==> config.mk <==
export PLATFORM = sky130hd
export DESIGN_NAME = hazard_scoreboard
export DESIGN_NICKNAME = d
export VERILOG_FILES = /design/src/rtl/hazard_pkg.sv /design/src/rtl/mdu_sequencer.sv /design/src/rtl/hazard_scoreboard.sv
export SDC_FILE = /design/constraint.sdc
export NUM_CORES = 1
export LEC_CHECK = 0
export ABC_CLOCK_PERIOD_IN_PS = 3800
export CORE_MARGIN = 3
export CORE_UTILIZATION = 45
export CTS_BUF_LIST = sky130_fd_sc_hd__clkbuf_8 sky130_fd_sc_hd__clkbuf_16
export DETAILED_ROUTE_END_ITERATION = 7
export GPL_TIMING_DRIVEN = 1
export PLACE_DENSITY_LB_ADDON = 0.15
export SYNTH_ARGS = -nofsm -noshare
export SYNTH_HDL_FRONTEND = slang
export SYNTH_SLANG_ARGS = --single-unit
==> constraint.sdc <==
create_clock -name clk -period 3.8 [get_ports clk]
set_input_delay 0.38 -clock clk [delete_from_list [all_inputs] [get_ports clk]]
set_output_delay 0.38 -clock clk [all_outputs]
set_load 0.02 [all_outputs]
==> src/rtl/hazard_pkg.sv <==
// Shared encodings for the hazard scoreboard: EX forward selects and MDU sequencer states.
package hazard_pkg;

    localparam logic [1:0] FWD_RF  = 2'b00;
    localparam logic [1:0] FWD_WB  = 2'b01;
    localparam logic [1:0] FWD_MEM = 2'b10;

    typedef enum logic {
        MDU_IDLE = 1'b0,
        MDU_BUSY = 1'b1
    } mdu_state_t;

endpackage

==> src/rtl/mdu_sequencer.sv <==
// MDU occupancy tracker: one BUSY period of MUL_LAT or DIV_LAT cycles per started op.
//
// state    | meaning
// MDU_IDLE | no multiply/divide in flight; a start from EX is accepted
// MDU_BUSY | op in flight; r_count holds the remaining BUSY cycles minus one
module mdu_sequencer
    import hazard_pkg::*;
#(
    parameter int MUL_LAT = 4,
    parameter int DIV_LAT = 32,
    parameter int CW      = 6
) (
    input  logic clk,
    input  logic rst,
    input  logic MduStartE,
    input  logic MduDivE,
    input  logic FlushAll,
    output logic MduBusy
);

    localparam logic [CW-1:0] MUL_LOAD = CW'(MUL_LAT - 1);
    localparam logic [CW-1:0] DIV_LOAD = CW'(DIV_LAT - 1);
    localparam logic [CW-1:0] ONE      = CW'(1);

    mdu_state_t    r_state;
    mdu_state_t    w_state_nxt;
    logic [CW-1:0] r_count;
    logic [CW-1:0] w_count_nxt;

    always_ff @(posedge clk) begin
        if (rst) begin
            r_state <= MDU_IDLE;
            r_count <= '0;
        end else begin
            r_state <= w_state_nxt;
            r_count <= w_count_nxt;
        end
    end

    // A start squashed by a redirect never reaches the MDU.
    always_comb begin
        w_state_nxt = r_state;
        w_count_nxt = r_count;
        case (r_state)
            MDU_IDLE: begin
                if (MduStartE && !FlushAll) begin
                    w_state_nxt = MDU_BUSY;
                    w_count_nxt = MduDivE ? DIV_LOAD : MUL_LOAD;
                end
            end
            MDU_BUSY: begin
                if (r_count == '0) begin
                    w_state_nxt = MDU_IDLE;
                end else begin
                    w_count_nxt = r_count - ONE;
                end
            end
            default: w_state_nxt = MDU_IDLE;
        endcase
    end

    assign MduBusy = (r_state == MDU_BUSY);

endmodule

==> src/rtl/hazard_scoreboard.sv <==
// Pipeline hazard unit: per-register countdown scoreboard, MDU-aware stalls,
// redirect flushes with undo of the squashed issue, and EX/ID forward selects.
module hazard_scoreboard
    import hazard_pkg::*;
#(
    parameter int NREG    = 32,
    parameter int RW      = 5,
    parameter int MEM_LAT = 1,
    parameter int MUL_LAT = 4,
    parameter int DIV_LAT = 32,
    parameter int CW      = 6
) (
    input  logic          clk,
    input  logic          rst,
    input  logic [RW-1:0] RsD,
    input  logic [RW-1:0] RtD,
    input  logic          UseRsD,
    input  logic          UseRtD,
    input  logic          BranchD,
    input  logic          RegWriteD,
    input  logic [RW-1:0] WriteRegD,
    input  logic          MemReadD,
    input  logic          MduOpD,
    input  logic          HiLoReadD,
    input  logic          MduStartE,
    input  logic          MduDivE,
    input  logic [RW-1:0] RsE,
    input  logic [RW-1:0] RtE,
    input  logic          RegWriteM,
    input  logic [RW-1:0] WriteRegM,
    input  logic          RegWriteW,
    input  logic [RW-1:0] WriteRegW,
    input  logic          FlushAll,
    output logic          StallF,
    output logic          StallD,
    output logic          FlushD,
    output logic          FlushE,
    output logic [1:0]    ForwardAE,
    output logic [1:0]    ForwardBE,
    output logic          ForwardAD,
    output logic          ForwardBD,
    output logic          MduBusy
);

    localparam logic [CW-1:0] ONE      = CW'(1);
    localparam logic [CW-1:0] LOAD_CNT = CW'(1 + MEM_LAT);
    localparam logic [CW-1:0] ALU_CNT  = CW'(1);

    logic [CW-1:0] r_cnt [NREG];
    logic          r_last_vld;
    logic [RW-1:0] r_last_reg;
    logic [CW-1:0] r_last_cnt;

    logic [CW-1:0] w_cnt_rs;
    logic [CW-1:0] w_cnt_rt;
    logic          w_stall_rs;
    logic          w_stall_rt;
    logic          w_mdustall;
    logic          w_lstall;
    logic          w_issue;
    logic          w_alloc;
    logic          w_restore;
    logic [CW-1:0] w_alloc_cnt;
    logic          w_m_fwd_ok;
    logic          w_w_fwd_ok;

    mdu_sequencer #(
        .MUL_LAT (MUL_LAT),
        .DIV_LAT (DIV_LAT),
        .CW      (CW)
    ) u_mdu (
        .clk       (clk),
        .rst       (rst),
        .MduStartE (MduStartE),
        .MduDivE   (MduDivE),
        .FlushAll  (FlushAll),
        .MduBusy   (MduBusy)
    );

    // ID comparators need the value one cycle earlier than EX forwarding can supply it.
    assign w_cnt_rs   = r_cnt[RsD];
    assign w_cnt_rt   = r_cnt[RtD];
    assign w_stall_rs = UseRsD && (RsD != '0) &&
                        (BranchD ? (w_cnt_rs != '0) : (w_cnt_rs > ONE));
    assign w_stall_rt = UseRtD && (RtD != '0) &&
                        (BranchD ? (w_cnt_rt != '0) : (w_cnt_rt > ONE));
    assign w_mdustall = MduBusy && (MduOpD || HiLoReadD);
    assign w_lstall   = w_stall_rs || w_stall_rt || w_mdustall;

    assign w_issue     = !w_lstall && !FlushAll;
    assign w_alloc     = w_issue && RegWriteD && (WriteRegD != '0);
    assign w_restore   = FlushAll && r_last_vld;
    assign w_alloc_cnt = MemReadD ? LOAD_CNT : ALU_CNT;

    // Allocation beats decrement; the undo of a squashed issue restores its captured prior count.
    always_ff @(posedge clk) begin
        if (rst) begin
            for (int i = 0; i < NREG; i++) begin
                r_cnt[i] <= '0;
            end
            r_last_vld <= 1'b0;
            r_last_reg <= '0;
            r_last_cnt <= '0;
        end else begin
            r_cnt[0] <= '0;
            for (int i = 1; i < NREG; i++) begin
                if (w_alloc && (WriteRegD == RW'(i))) begin
                    r_cnt[i] <= w_alloc_cnt;
                end else if (w_restore && (r_last_reg == RW'(i))) begin
                    r_cnt[i] <= r_last_cnt;
                end else if (r_cnt[i] != '0) begin
                    r_cnt[i] <= r_cnt[i] - ONE;
                end
            end
            r_last_vld <= w_alloc;
            r_last_reg <= WriteRegD;
            r_last_cnt <= r_cnt[WriteRegD];
        end
    end

    assign StallF = w_lstall;
    assign StallD = w_lstall;
    assign FlushD = FlushAll;
    assign FlushE = w_lstall || FlushAll;

    assign w_m_fwd_ok = RegWriteM && (WriteRegM != '0);
    assign w_w_fwd_ok = RegWriteW && (WriteRegW != '0);

    always_comb begin
        ForwardAE = FWD_RF;
        ForwardBE = FWD_RF;
        if (w_m_fwd_ok && (WriteRegM == RsE)) begin
            ForwardAE = FWD_MEM;
        end else if (w_w_fwd_ok && (WriteRegW == RsE)) begin
            ForwardAE = FWD_WB;
        end
        if (w_m_fwd_ok && (WriteRegM == RtE)) begin
            ForwardBE = FWD_MEM;
        end else if (w_w_fwd_ok && (WriteRegW == RtE)) begin
            ForwardBE = FWD_WB;
        end
    end

    // WB into ID is covered by the write-first register file, so ID forwards from MEM only.
    assign ForwardAD = w_m_fwd_ok && (WriteRegM == RsD);
    assign ForwardBD = w_m_fwd_ok && (WriteRegM == RtD);

endmodule
==> results of run 1 <==
## synth_stat cells (all sizes together) (21+ instances only)
| cell type | n | area, µm² |
|---|---|---|
| inv | 80 | 300.3 |
| o211ai | 21 | 282.8 |
| nor2b | 32 | 200.2 |
| a22o | 28 | 245.2 |
| o21ai | 93 | 465.5 |
| nor3 | 94 | 470.5 |
| nor4 | 32 | 215.2 |
| edfxtp | 186 | 5585 |
| o221ai | 22 | 205.2 |
| xor2 | 74 | 648.1 |
| nor2 | 196 | 735.7 |
| clkbuf | 67 | 251.5 |
| nand2 | 214 | 803.3 |
| a211oi | 27 | 202.7 |
| ha | 63 | 788.3 |
| mux2 | 29 | 326.6 |
| buf | 26 | 123.9 |
| mux4 | 71 | 1599 |
| nand3 | 42 | 210.2 |
| a21oi | 39 | 195.2 |
| xnor2 | 79 | 691.9 |
## power groups by stage
stage | sequential (mW) | combinational, mW | clock (mW)
3_5_place_dp | 4.73 | 7.77 | 0
3_3_place_gp | 4.72 | 7.67 | 0
2_1_floorplan | 4.50 | 4.82 | 0
5_1_grt | 4.82 | 8.63 | 2.46
6_report | 4.77 | 8.04 | 2.35
4_1_cts | 4.70 | 7.86 | 2.37
## worst min-delay path: cells and delay by family
kind / cells / cell delay, ns
buffers and inverters: 2 / 0.20
AND/OR/NAND/NOR: 1 / 0.17
## path summary, 6_finish.rpt
| check | startpoint | endpoint | slack, ns | cells past startpoint |
|---|---|---|---|---|
| max | r_cnt[13][4]$_SDFFCE_PN0P_ | r_cnt[13][0]$_SDFFCE_PN0P_ | -0.05 | 12 |
| min | rst | r_cnt[12][5]$_SDFFCE_PN0P_ | 0.34 | 3 |
| max reg2reg | r_cnt[13][4]$_SDFFCE_PN0P_ | r_cnt[13][0]$_SDFFCE_PN0P_ | -0.05 | 12 |
| min reg2reg | u_mdu.r_count[3]$_SDFFE_PP0P_ | u_mdu.r_count[3]$_SDFFE_PP0P_ | 0.49 | 2 |
## per-layer routing
layer	vias to the layer above	part of all wire
li1	7160	-
met1	7914	0.39
met2	1048	0.43
met3	184	0.13
met4	6	0.042
met5	-	0.00050
## cells by family after synthesis
kind of cell    synth area share
compound gates            0.1592
xor+xnor                 0.07970
fa+ha+maj                0.04689
buf+inv                  0.04041
flops                     0.3548
mux                       0.1235
simple gates              0.1955
## placed cells by master (no fill, tap or decap), types with 16 or more instances in the layout
master,Yosys,routed
sky130_fd_sc_hd__a211oi_1,27,27
sky130_fd_sc_hd__a21oi_1,39,37
sky130_fd_sc_hd__a22o_1,28,28
sky130_fd_sc_hd__a32o_1,17,17
sky130_fd_sc_hd__buf_4,2,255
sky130_fd_sc_hd__clkbuf_16,0,27
sky130_fd_sc_hd__clkdlybuf4s50_1,0,52
sky130_fd_sc_hd__dfxtp_1,19,18
sky130_fd_sc_hd__edfxtp_1,186,186
sky130_fd_sc_hd__ha_1,63,63
sky130_fd_sc_hd__inv_1,80,82
sky130_fd_sc_hd__mux2_2,27,27
sky130_fd_sc_hd__mux4_2,71,71
sky130_fd_sc_hd__nand2_1,214,213
sky130_fd_sc_hd__nand3_1,42,41
sky130_fd_sc_hd__nor2_1,196,196
sky130_fd_sc_hd__nor2b_1,32,31
sky130_fd_sc_hd__nor3_1,94,92
sky130_fd_sc_hd__nor4_1,31,31
sky130_fd_sc_hd__o21ai_0,81,76
sky130_fd_sc_hd__o21ai_1,12,16
sky130_fd_sc_hd__xnor2_1,79,79
sky130_fd_sc_hd__xor2_1,74,74
## metrics by stage
stage	hold WS (ns)	utilization	setup slack (ns)	setup TNS, ns	power [mW]
final	0.3409	0.5614	-0.04789	-0.4659	15.16
after global routing	0.3670	0.5614	-0.04125	-0.1251	15.92
after CTS	0.4167	0.5591	0.003948	0	14.93
after detailed placement	0.4806	0.5358	-0.6052	-108.09	12.50
after global placement	0.4822	0.5358	-0.5903	-97.43	12.38
after floorplan	0.4506	-	0.05683	0	9.324
## area by class of cell
type / count / area (µm²) / share of cell area
Clock inverter: 19 / 97.59 / 0.004737
Inverter: 81 / 304.0 / 0.01476
Clock buffer: 28 / 689.4 / 0.03346
Sequential cell: 205 / 5967 / 0.2896
Tap cell: 468 / 585.6 / 0.02842
Multi-Input combinational cell: 1389 / 10310 / 0.5006
Timing Repair Buffer: 321 / 2646 / 0.1284
## repair_timing
| item | in CTS | in global routing |
|---|---|---|
| pin swaps | 3 | 11 |
| setup endpoints to repair | 187 | 242 |
| gates resized for setup | 20 | 20 |
| setup buffers | 1 | 2 |
| gates cloned | 0 | 0 |
==> results.rst, run 1 <==
.. list-table::
   :header-rows: 1

   * - Metric
     - Value
   * - Placer's final routability congestion estimate
     - 1.041
   * - Die Area
     - 0.03972 mm²
   * - Violated checks
     - negative setup slack
   * - Antenna cell count
     - 0
   * - Clk buf depth
     - 3
   * - Area growth from synthesis to layout
     - 22.55%
   * - GRT overflow
     - 0
   * - Busiest grt layer
     - met2
   * - Largest net degree at the start of global routing
     - 129
   * - Class of the worst hold path
     - input pin to register
   * - Site Rows
     - 70
   * - TritonCTS clock tree
     - done
   * - Crit path cell chain
     - nor3_1 -> a32oi_1 -> a221oi_1 -> buf_4 -> nor3_1 -> a2111oi_4 -> o22ai_2 -> buf_4 -> or4_4 -> buf_12 -> o211ai_4 -> o221ai_1
   * - Category of the critical setup timing path
     - register to register
   * - Proportion of power drawn by the clock network
     - 0.155
   * - Flip-flop count of the largest register after layout
     - 186
   * - Top flop regs
     - r_cnt x186, r_last_cnt x6, u_mdu.r_count x6
   * - RSZ-0062 raised after global routing
     - true
   * - Critical path's top delay family
     - compound AO/OA/AOI/OAI gates
   * - Worst-path maximum fanout
     - 9
   * - Synthesized area per cell
     - 9.509 µm²
   * - Switching power of the nets
     - 6.392 mW
   * - DR vias
     - 16310
   * - Peak per-stage delay on the critical path
     - 0.58 ns
   * - Clock Skews
     - 0.01677 ns
   * - Cell Area, Placed
     - 0.01966 mm²
   * - Initial standard-cell utilization of the core
     - 0.4581
   * - Vias per inst
     - 6.496
   * - Yosys cell types
     - 81
   * - Number of buffers inserted for hold repair after clock tree synthesis
     - 0
   * - Post-synth top flop
     - sky130_fd_sc_hd__edfxtp_1
   * - CP bufs+invs
     - 3
   * - Cell leakage power
     - 7.958 nW
   * - Number of nets at the end of the flow
     - 2136
   * - FILL cells
     - 3268
   * - Startpoint kind of the worst setup timing path
     - register
   * - Post-synthesis net count
     - 1880
   * - Transition at the pin with the smallest max-transition slack
     - 0.9941 ns
   * - GRT Resource Usage Total
     - 0.3318
   * - Final design instance area without fill
     - 0.02060 mm²
   * - Filler-free cell count of the finished design
     - 2511
   * - Power density over the cells
     - 735.7 mW/mm²
   * - # placed instances
     - 2461
   * - M2 GR Usage
     - 0.5098
   * - Global-route wire length before repair
     - 98160 µm
   * - Sort of element at the end of the critical path
     - register
   * - Post-layout min period
     - 3.848 ns
   * - Die height
     - 199.3 µm
   * - Mapped Cells
     - 1768
   * - Seq pwr share
     - 0.314
   * - Die outline width
     - 199.3 µm
   * - Sequential-to-total area share from yosys stat
     - 0.3548
   * - Core footprint
     - 0.03670 mm²
   * - DRC errors left
     - 0
   * - Max-slew violation count
     - 0
   * - Clock latency reported for the late side of the worst-skew pair
     - 0.56 ns
   * - Required time at the endpoint of the critical path
     - 4.06 ns
   * - Number of failing setup endpoints in the final timing report
     - 35
   * - CTS sink cnt
     - 205
   * - Clock transition at the registers of the reported paths
     - 0.06 ns
   * - Total wire length after detailed routing
     - 67520 µm
   * - Count of routing violations after the opening detailed-route iteration
     - 2161
   * - Number of buffer cells added on primary ports
     - 59
   * - Max Clk Rate
     - 259.9 MHz
   * - Root buffer cell
     - sky130_fd_sc_hd__clkbuf_16
   * - Worst EP arrival
     - 4.11 ns
   * - Share of post-route cells with drive strength above 1
     - 0.2227
   * - Worst relative slew slack
     - 0.3363
   * - Switching share of power
     - 0.4217
   * - DPL Wire Length
     - 50960 µm
   * - Vias in the first global route
     - 15230
   * - Slowest library cell on the worst path
     - sky130_fd_sc_hd__nor3_1
   * - Routed wirelength normalized by instance count
     - 26.89 µm
   * - CTS Buf Count
     - 26
   * - Global-route track usage on met3
     - 0.08127
   * - Antenna Nets Post-Route
     - 0
   * - Number of synthesis warnings
     - 0
   * - Post-synth EDFFs
     - 186
   * - Max-capacitance violation count
     - 0
   * - Num ports
     - 60
   * - Level count of the clock H-tree
     - 1
   * - Register bit count reported by yosys
     - 205
   * - Number of antenna violations at the first check in global routing
     - 3
   * - Status
     - finished with violations
   * - Fraction of power consumed by combinational cells
     - 0.531
   * - Post-Synthesis Cell Area
     - 0.01681 mm²
   * - Largest register by flop count
     - r_cnt
   * - Pre-antenna DRT Iters
     - 8
   * - Largest vdd supply drop
     - 0.3894 mV
   * - Met1 global-route usage
     - 0.4615
   * - Internal Power
     - 8.767 mW
   * - Final hold violation count
     - 0
   * - Final cycle utilization of the critical path
     - 1.013
   * - Proportion of synthesized flip-flops having asynchronous set or reset
     - 0
   * - Post-route worst setup slack
     - -0.04789 ns
Power figures use the tool's default switching activity.
==> run 2: changes to the inputs <==
Settings changed: SLEW_MARGIN set to 5.
==> results of run 2 <==
Same layout as run 1: the final DEF is identical, and so are final timing and power.
==> run 3: changes to the inputs <==
Settings changed: CTS_CLUSTER_SIZE set to 30.
==> results of run 3 <==
Same layout as run 1: the final DEF is identical, and so are final timing and power.
